## src/rtl/song_pkg.sv

```systemverilog
// song_pkg: shared entry-field layout, FSM state encoding and rest note
// for the song sequencer. Entry layout (MSB first): {advance, note, duration, meta}.
package song_pkg;

  // Default field widths; modules take these as parameter defaults.
  localparam int DEF_ADDR_W     = 7;
  localparam int DEF_SONG_W     = 2;
  localparam int DEF_NUM_VOICES = 3;
  localparam int DEF_NOTE_W     = 6;
  localparam int DEF_DUR_W      = 6;
  localparam int DEF_META_W     = 3;

  // Meta always sits at the bottom of the entry.
  localparam int META_LSB = 0;

  // Note value that means silence.
  localparam int REST_NOTE = 0;

  typedef enum logic [2:0] {
    S_IDLE,
    S_FETCH,
    S_LATCH,
    S_COMMIT,
    S_HOLD,
    S_DONE
  } state_t;

  function automatic int entry_width(input int note_w, input int dur_w, input int meta_w);
    return 1 + note_w + dur_w + meta_w;
  endfunction

  function automatic int dur_lsb(input int meta_w);
    return meta_w;
  endfunction

  function automatic int note_lsb(input int dur_w, input int meta_w);
    return dur_w + meta_w;
  endfunction

  function automatic int adv_bit(input int note_w, input int dur_w, input int meta_w);
    return entry_width(note_w, dur_w, meta_w) - 1;
  endfunction

endpackage

```

## src/rtl/song_sequencer_chord_stage.sv

```systemverilog
// chord_stage: per-voice staging registers for one chord, the fill-slot
// counter and the sticky overflow flag. The view outputs merge an entry being
// captured this cycle so the parent can commit a chord on its closing entry.
module chord_stage
  import song_pkg::*;
#(
  parameter int NUM_VOICES = DEF_NUM_VOICES,
  parameter int NOTE_W     = DEF_NOTE_W,
  parameter int META_W     = DEF_META_W
) (
  input  logic                         clk,
  input  logic                         reset,
  input  logic                         i_clear_all,
  input  logic                         i_commit,
  input  logic                         i_capture,
  input  logic [NOTE_W-1:0]            i_note,
  input  logic [META_W-1:0]            i_meta,
  output logic [NUM_VOICES*NOTE_W-1:0] o_view_note,
  output logic [NUM_VOICES*META_W-1:0] o_view_meta,
  output logic                         o_ovf
);

  localparam int SLOT_W = $clog2(NUM_VOICES + 1);
  localparam logic [SLOT_W-1:0] SLOT_FULL = SLOT_W'(NUM_VOICES);

  logic [SLOT_W-1:0] r_slot;
  logic              r_ovf;

  // Slot counter saturates at NUM_VOICES; extra entries only raise overflow.
  always_ff @(posedge clk or posedge reset) begin
    if (reset) begin
      r_slot <= '0;
      r_ovf  <= 1'b0;
    end else if (i_clear_all) begin
      r_slot <= '0;
      r_ovf  <= 1'b0;
    end else if (i_commit) begin
      r_slot <= '0;
    end else if (i_capture) begin
      if (r_slot == SLOT_FULL) begin
        r_ovf <= 1'b1;
      end else begin
        r_slot <= r_slot + 1'b1;
      end
    end
  end

  genvar gi;
  generate
    for (gi = 0; gi < NUM_VOICES; gi++) begin : g_slot
      logic [NOTE_W-1:0] r_note;
      logic [META_W-1:0] r_meta;
      logic              w_hit;

      assign w_hit = i_capture && (r_slot == SLOT_W'(gi));

      // Slot register: cleared after every commit so unfilled voices go silent.
      always_ff @(posedge clk or posedge reset) begin
        if (reset) begin
          r_note <= NOTE_W'(REST_NOTE);
          r_meta <= '0;
        end else if (i_clear_all || i_commit) begin
          r_note <= NOTE_W'(REST_NOTE);
          r_meta <= '0;
        end else if (w_hit) begin
          r_note <= i_note;
          r_meta <= i_meta;
        end
      end

      assign o_view_note[gi*NOTE_W +: NOTE_W] = w_hit ? i_note : r_note;
      assign o_view_meta[gi*META_W +: META_W] = w_hit ? i_meta : r_meta;
    end
  endgenerate

  assign o_ovf = r_ovf;

endmodule

```

## src/rtl/song_sequencer.sv

```systemverilog
// song_sequencer: walks a song ROM, groups entries into chords, loads them
// onto voice channels and holds each chord for its duration in beat ticks.
// Build option: define SONG_SEQUENCER_LOOP_EN to loop songs forever instead
// of stopping in DONE with a silence load.
module song_sequencer
  import song_pkg::*;
#(
  parameter int ADDR_W     = DEF_ADDR_W,
  parameter int SONG_W     = DEF_SONG_W,
  parameter int NUM_VOICES = DEF_NUM_VOICES,
  parameter int NOTE_W     = DEF_NOTE_W,
  parameter int DUR_W      = DEF_DUR_W,
  parameter int META_W     = DEF_META_W,
  localparam int ENTRY_W   = entry_width(NOTE_W, DUR_W, META_W)
) (
  input  logic                         clk,
  input  logic                         reset,
  input  logic                         play,
  input  logic [SONG_W-1:0]            song_sel,
  input  logic                         new_song,
  input  logic                         beat,
  output logic [SONG_W+ADDR_W-1:0]     rom_addr,
  input  logic [ENTRY_W-1:0]           rom_data,
  output logic [NUM_VOICES*NOTE_W-1:0] voice_note,
  output logic [NUM_VOICES*META_W-1:0] voice_meta,
  output logic [NUM_VOICES-1:0]        voice_load,
  output logic                         song_done,
  output logic                         voice_ovf
);

  localparam int ADV_BIT  = adv_bit(NOTE_W, DUR_W, META_W);
  localparam int NOTE_LSB = note_lsb(DUR_W, META_W);
  localparam int DUR_LSB  = dur_lsb(META_W);
  localparam logic [ADDR_W-1:0] PTR_LAST = '1;

  state_t                      r_state;
  logic [SONG_W-1:0]           r_song;
  logic [ADDR_W-1:0]           r_ptr;
  logic [DUR_W-1:0]            r_remain;
  logic [SONG_W+ADDR_W-1:0]    r_rom_addr;
  logic [NUM_VOICES*NOTE_W-1:0] r_voice_note;
  logic [NUM_VOICES*META_W-1:0] r_voice_meta;
  logic [NUM_VOICES-1:0]       r_voice_load;
  logic                        r_song_done;

  logic                        w_adv;
  logic [NOTE_W-1:0]           w_note;
  logic [DUR_W-1:0]            w_dur;
  logic [META_W-1:0]           w_meta;
  logic [ADDR_W-1:0]           w_ptr_inc;
  logic                        w_capture;
  logic                        w_commit;
  logic                        w_hold_exit;
  logic [NUM_VOICES*NOTE_W-1:0] w_view_note;
  logic [NUM_VOICES*META_W-1:0] w_view_meta;

  assign w_adv     = rom_data[ADV_BIT];
  assign w_note    = rom_data[NOTE_LSB +: NOTE_W];
  assign w_dur     = rom_data[DUR_LSB +: DUR_W];
  assign w_meta    = rom_data[META_LSB +: META_W];
  assign w_ptr_inc = r_ptr + 1'b1;

  // new_song overrides any staging activity in the same cycle.
  assign w_capture = (r_state == S_LATCH) && !new_song;
  assign w_commit  = (r_state == S_COMMIT) && !new_song;

  // Hold ends on an empty counter or on the beat that would empty it, so the
  // next FETCH follows the final beat directly.
  assign w_hold_exit = play && ((r_remain == '0) || (beat && (r_remain == DUR_W'(1))));

  chord_stage #(
    .NUM_VOICES (NUM_VOICES),
    .NOTE_W     (NOTE_W),
    .META_W     (META_W)
  ) u_chord_stage (
    .clk         (clk),
    .reset       (reset),
    .i_clear_all (new_song),
    .i_commit    (w_commit),
    .i_capture   (w_capture),
    .i_note      (w_note),
    .i_meta      (w_meta),
    .o_view_note (w_view_note),
    .o_view_meta (w_view_meta),
    .o_ovf       (voice_ovf)
  );

  // Sequencer FSM with registered ROM address and voice outputs.
  always_ff @(posedge clk or posedge reset) begin
    if (reset) begin
      r_state      <= S_IDLE;
      r_song       <= '0;
      r_ptr        <= '0;
      r_remain     <= '0;
      r_rom_addr   <= '0;
      r_voice_note <= '0;
      r_voice_meta <= '0;
      r_voice_load <= '0;
      r_song_done  <= 1'b0;
    end else begin
      r_voice_load <= '0;
`ifdef SONG_SEQUENCER_LOOP_EN
      r_song_done  <= 1'b0;
`endif
      if (new_song) begin
        r_song      <= song_sel;
        r_ptr       <= '0;
        r_remain    <= '0;
        r_song_done <= 1'b0;
        if (play) begin
          r_state    <= S_FETCH;
          r_rom_addr <= {song_sel, {ADDR_W{1'b0}}};
        end else begin
          r_state    <= S_IDLE;
        end
      end else begin
        case (r_state)
          S_IDLE: begin
            if (play) begin
              r_state    <= S_FETCH;
              r_rom_addr <= {r_song, r_ptr};
            end
          end
          S_FETCH: begin
            if (play) begin
              r_state <= S_LATCH;
            end
          end
          S_LATCH: begin
            if (w_adv) begin
              // Closing entry: publish the chord now so the load pulse
              // coincides with the COMMIT cycle.
              r_state      <= S_COMMIT;
              r_remain     <= w_dur;
              r_voice_note <= w_view_note;
              r_voice_meta <= w_view_meta;
              r_voice_load <= '1;
            end else begin
              r_state    <= S_FETCH;
              r_ptr      <= w_ptr_inc;
              r_rom_addr <= {r_song, w_ptr_inc};
            end
          end
          S_COMMIT: begin
            r_state <= S_HOLD;
          end
          S_HOLD: begin
            if (w_hold_exit) begin
              r_remain <= '0;
              if (r_ptr != PTR_LAST) begin
                r_state    <= S_FETCH;
                r_ptr      <= w_ptr_inc;
                r_rom_addr <= {r_song, w_ptr_inc};
              end else begin
`ifdef SONG_SEQUENCER_LOOP_EN
                r_state     <= S_FETCH;
                r_ptr       <= '0;
                r_rom_addr  <= {r_song, {ADDR_W{1'b0}}};
                r_song_done <= 1'b1;
`else
                r_state      <= S_DONE;
                r_voice_note <= {NUM_VOICES{NOTE_W'(REST_NOTE)}};
                r_voice_meta <= '0;
                r_voice_load <= '1;
                r_song_done  <= 1'b1;
`endif
              end
            end else if (play && beat) begin
              r_remain <= r_remain - 1'b1;
            end
          end
          S_DONE: begin
            r_state <= S_DONE;
          end
          default: begin
            r_state <= S_IDLE;
          end
        endcase
      end
    end
  end

  assign rom_addr   = r_rom_addr;
  assign voice_note = r_voice_note;
  assign voice_meta = r_voice_meta;
  assign voice_load = r_voice_load;
  assign song_done  = r_song_done;

endmodule

```

## config.mk

```make
export PLATFORM = sky130hd
export DESIGN_NAME = song_sequencer
export DESIGN_NICKNAME = d
export VERILOG_FILES = /design/src/rtl/song_pkg.sv /design/src/rtl/song_sequencer_chord_stage.sv /design/src/rtl/song_sequencer.sv
export SDC_FILE = /design/constraint.sdc
export NUM_CORES = 1
export LEC_CHECK = 0
export ABC_AREA = 1
export CORE_UTILIZATION = 40
export CTS_BUF_LIST = sky130_fd_sc_hd__clkbuf_8
export DETAILED_ROUTE_END_ITERATION = 12
export SYNTH_ARGS = -nofsm -noshare
export SYNTH_HDL_FRONTEND = slang
export SYNTH_HIERARCHICAL = 1
export SYNTH_SLANG_ARGS = --single-unit
```

## constraint.sdc

```tcl
create_clock -name clk -period 3 [get_ports clk]
set_clock_uncertainty 0.05 [all_clocks]
set_input_delay 0.45 -clock clk [delete_from_list [all_inputs] [get_ports clk]]
set_output_delay 0.45 -clock clk [all_outputs]
set_load 0.02 [all_outputs]
```

* After elaboration in Yosys (flattened, before gate mapping)
Index checks and enable logic that the tools add are counted.
Word-level totals: bits in read-only memories 0, register bits 88, RAM bits 0, word-level logic and storage cells 138, memories 0, output and inout bits 41, latch bits 0, input port bits 23
Cells by class: bitwise operators 1, multiply operators 0, mux-type cells 62, equality and inequality tests 25, magnitude comparators 0, shifts and indexed selects 0, reduce and logical (&&, ||, !) cells 30, div/mod/pow operators 0, add/sub/neg operators 3
Operators with widths (number):
- $mux W9 | 9
- $mux W6 | 10
- $mux W18 | 3
- $mux W3 | 15
- $pmux W18 S2 | 1
- $mux W7 | 4
- $pmux W9 S3 | 1
- $ne A3 B3 Y1 const B | 6
- $pmux W3 S6 | 1
- $pmux W9 S2 | 1
- $ne A2 B2 Y1 const B | 7
- $pmux W7 S2 | 1
- $pmux W6 S2 | 1
- $reduce_and A3 Y1 | 4
- $mux W2 | 5
- $reduce_bool A2 Y1 | 5
- $mux W1 | 9
- $logic_and A1 B1 Y1 | 8
- $add A7 B1 Y7 const B | 1
- $ne A7 B7 Y1 const B | 1
- $eq A3 B2 Y1 const B | 2
- $eq A3 B3 Y1 const B | 2
- $eq A6 B1 Y1 const B | 1
- $logic_not A6 Y1 | 1
- 19 further kinds | 22

* Depth between registers and ports, before layout
depth in word-level cells 7, depth in mapped cells 11, gate-level depth less buffers 11

* Cells and area by module
The synthesis kept the hierarchy.
Modules (own cells, without submodules):
- song_sequencer | area an instance 2897.8 sq um, seq. area each 1401.3 sq um, cells an instance 382, instances 1
- chord_stage | area an instance 1675.4 sq um, seq. area each 750.7 sq um, cells an instance 235, instances 1

* Worst setup path before layout
Ideal clock, no wire load.
kind input -> register, start input port new_song, end register r_voice_meta[0] (netlist: voice_meta[0]), path slack 1.302 ns, setup time 0.117 ns, stages on the path 10, buffers on the path 3, arrival 1.531 ns, data required time 2.833 ns, path through buf_2 > buf_1 > nor2_1 > buf_6 > nand2_2 > nand2_1 > nand2_1 > inv_1 > nand4_1 > nand2_1
On the way: longest elaborated chain between the ends 6, elaborated cells on any way between the ends 8, those cells by class mux: 3; bitwise: 1; reduce/logical: 4
RTL lines:
- start: declaration | line song_sequencer.sv:20 | input logic new_song,
- $logic_not A1 Y1 | line song_sequencer.sv:64 | assign w_capture = (r_state == S_LATCH) && !new_song;
- $logic_and A1 B1 Y1 | line song_sequencer.sv:64
- net w_capture | line song_sequencer.sv:51 | logic w_capture;
- $logic_and A1 B1 Y1 | line song_sequencer_chord_stage.sv:55 | assign w_hit = i_capture && (r_slot == SLOT_W'(gi));
- $mux W3 | line song_sequencer_chord_stage.sv:72 | assign o_view_meta[gi*META_W +: META_W] = w_hit ? i_meta : r_meta;
- net w_view_meta[0] | line song_sequencer.sv:55 | logic [NUM_VOICES*META_W-1:0] w_view_meta;
- $mux W9 | line song_sequencer.sv:130 | if (w_adv) begin
- $pmux W9 S2 | line song_sequencer.sv:117 | case (r_state)
- end signal: assignment | line song_sequencer.sv:136 | r_voice_meta <= w_view_meta;
- end: declaration | line song_sequencer.sv:42 | logic [NUM_VOICES*META_W-1:0] r_voice_meta;
The timed path passes the listed nets, and every way through them passes these cells. The select of a mux whose other input is x is not followed. A chain may end at the register's enable or synchronous reset.

* Final worst setup path
start register r_state[1], end register r_voice_note[2] (netlist: voice_note[2])
On the way: longest elaborated chain between the ends 6, elaborated cells on any way between the ends 12, those cells by class eq/ne: 5; mux: 3; reduce/logical: 4
RTL lines:
- start: declaration | line song_sequencer.sv:36 | state_t r_state;
- start signal: assignment | line song_sequencer.sv:91 | r_state <= S_IDLE;
- start signal: assignment | line song_sequencer.sv:111 | r_state <= S_FETCH;
- start signal: assignment | line song_sequencer.sv:114 | r_state <= S_IDLE;
- $eq A3 B2 Y1 | line song_sequencer.sv:64, song_sequencer.sv:117
- $logic_and A1 B1 Y1 | line song_sequencer.sv:64
- $logic_and A1 B1 Y1 | line song_sequencer_chord_stage.sv:55
- $mux W6 | line song_sequencer_chord_stage.sv:71 | assign o_view_note[gi*NOTE_W +: NOTE_W] = w_hit ? i_note : r_note;
- $mux W18 | line song_sequencer.sv:130
- $pmux W18 S2 | line song_sequencer.sv:117
- end signal: assignment | line song_sequencer.sv:135 | r_voice_note <= w_view_note;
- end signal: assignment | line song_sequencer.sv:162 | r_voice_note <= {NUM_VOICES{NOTE_W'(REST_NOTE)}};
- end: declaration | line song_sequencer.sv:41 | logic [NUM_VOICES*NOTE_W-1:0] r_voice_note;
Several ways; a longest one is shown, not always the timed one. The select of a mux whose other input is x is not followed.

==> impl_metrics.toml <==
[clock_network]
cts_setup_buffers = 0
ctsResizeCount = 0
clock-root-buffer = "clkbuf_8"
postCtsHoldBufs = 0
cts_sinks = 86
clock_latency_ps = 360
clockBufferDepth = 2
clk_pin_slew_worst_paths_ps = 80
h-tree-depth = 3
cts_made_buffers = 9
cts_tree = "yes"

[timing]
rsz0062_at_grt = "false"
clock.fmax_ghz = 0.461
period_minus_slack_ps = 2170
period_share = 0.723
whs_ps = 422
setup_viol = 0
worst_pin_slew_ps = 753
report.final.slew_viol_count = 0
setup_tns_ps = 0
hold_viol_final = 0
fin_ws_ps = 830
slew_headroom = 0.496

[worst_hold_path]
hp-start = "voice_note[1]"
holdPathEnd = "voice_note[1]"
hp-class = "register to register"
min_path_cells = 2

[global_routing]
grt_overflow = 0
grt_pass1_wl_um = 18900
antenna_found_initial = 0
grt_max_degree = 38
grtUsageTotal = 0.206
grt_pass1_vias = 3825

[synthesis]
yosysSeqAreaShare = 0.471
synth_area_um2 = 4570
syn-mean-instance-area_um2 = 7.41
yosysWarningCount = 6
synth_cell_type_count = 28
ys_seq_elements = 86
syn_nets = 648
synthCells = 617

[finish]
area_delta_synth_final_pct = 19.0
final_cell_area_um2 = 5440
nets = 703
drive_gt1_frac = 0.0638
layout_commonest_cell = "nand2_1"
utilization = 0.495
layout_common_cells = "nand2_1, inv_1, dfrtp_1"
diodes = 0

[floorplan]
num_io_pins = 64
initial_core_util = 0.416
core-area_um2 = 11000
die-width_um = 109
die_h_um = 109
rows = 38
die-area_um2 = 11900

[worst_setup_path]
worstSetupEndpointType = "register"
startpoint = "r_state[1]"
reg2regPathDepth = 8
timing.rr.end = "voice_note[2]"
cp.arrival_ps = 2420
cp-start-kind = "register"
critical_path.max_stage_delay_ps = 610
worstSetupPathType = "register to register"
critPathMaxFanout = 37
reg2reg_from = "r_state[1]"
regToRegSetupSlack_ps = 830
critPathMostFrequentCell = "nand2_1"
path_cells = "nor2_2 -> nand2_4 -> inv_2 -> nand2_1 -> nor2_2 -> o21ai_4 -> nand2_1 -> nand2_1"
cp_slowest_cell = "o21ai_4"
cp_data_required_time_ps = 3250

[drt]
drt_iter0_markers = 255
ant_nets = 0
vias_per_cell = 4.89
drt_wl_total_um = 10900
drtPass1Iterations = 5
drc = 0
wl_per_cell_um = 13.4
vias = 3979

[status]
status = "complete, no violations"

[power_and_ir_drop]
p_per_area_nw_per_um2 = 485
vdd_drop_max_mv = 0.288
p_leak_nw = 3.06

[place]
dp_hpwl_um = 7830
routabilityCongestion = 0.851
portBuffers = 63
pre_cts_slack_ps = 564
dpl_cell_area_um2 = 5270

[flow_run]
drv_cap = 0
power breakdown:
group          internal [mW]  switching [mW]  total, mW  leakage, nW
sequential              1.24          0.0707       1.31         1.18
clock                  0.373           0.401      0.774       0.0928
combinational          0.212           0.343      0.555         1.78
area by class of cell:
type	count	area (um^2)
flip-flops and latches	86	2150
clock buffers	9	124
well taps	140	175
repair buffers	71	703
multi-input cells	411	1890
clock inverters	4	51.3
fillers	1138	5540
inverters	93	349
metrics by stage:
step,power [mW],std cells
2_1_floorplan,1.69,617
3_3_place_gp,1.88,801
3_5_place_dp,1.89,801
4_1_cts,2.67,814
5_1_grt,2.80,814
6_report,2.64,814
kinds of logic (layout without fill, tap and decap cells):
group	count (synthesis)	count (layout)	share of synthesized area
flip-flops	86	86	0.471
adder cells (fa/ha/maj)	8	8	0.0219
XOR/XNOR	4	4	0.00766
AND/OR/NAND/NOR	374	374	0.352
AO/OA/AOI/OAI	25	25	0.0304
buffers and inverters	120	177	0.118
state kept, by name (all words and copies together) (netlist names):
name and flops:
u_chord_stage/r_slot 2, r_ptr 7, r_state 3, song_done 1, voice_meta 9, u_chord_stage/g_slot.r_note 18
r_remain 6, u_chord_stage/g_slot.r_meta 9, rom_addr 9, r_song 2, voice_load 1, voice_note 18
u_chord_stage/o_ovf 1
synthesized netlist by cell type (all sizes together):
library cell / n / share of area
a21oi: 5 / 0.0055
buf: 22 / 0.037
clkbuf: 5 / 0.0041
dfrtp: 86 / 0.47
ha: 8 / 0.022
inv: 93 / 0.076
nand2: 229 / 0.19
nand3: 52 / 0.058
nand3b: 1 / 0.0016
nand4: 31 / 0.042
nor2: 60 / 0.054
nor3: 1 / 0.0011
o21ai: 19 / 0.023
o21bai: 1 / 0.0016
xnor2: 1 / 0.0019
xor2: 3 / 0.0057
worst max-delay path by stage:
stage               endpoint  slack, ps
6_report       voice_note[2]        830
3_3_place_gp   voice_note[9]        650
5_1_grt        voice_note[8]        570
4_1_cts        voice_meta[0]        750
3_5_place_dp   voice_meta[0]        560
2_1_floorplan       r_ptr[0]       1130
critical path: cells and delay by family (launching register included):
family | cells | cell delay [ps]
DFF | 1 | 470
AOI/OAI and AO/OA | 1 | 610
and+or+nand+nor | 6 | 860
buffers and inverters | 1 | 110
per-layer routing:
metal,part of all wire,up-vias,GRT usage
li1,-,1998,-
met1,0.49,1878,0.298
met2,0.45,95,0.306
met3,0.046,8,0.0484
met4,0.010,0,0.0569
met5,0,-,0
(Power assumes the default switching activity.)
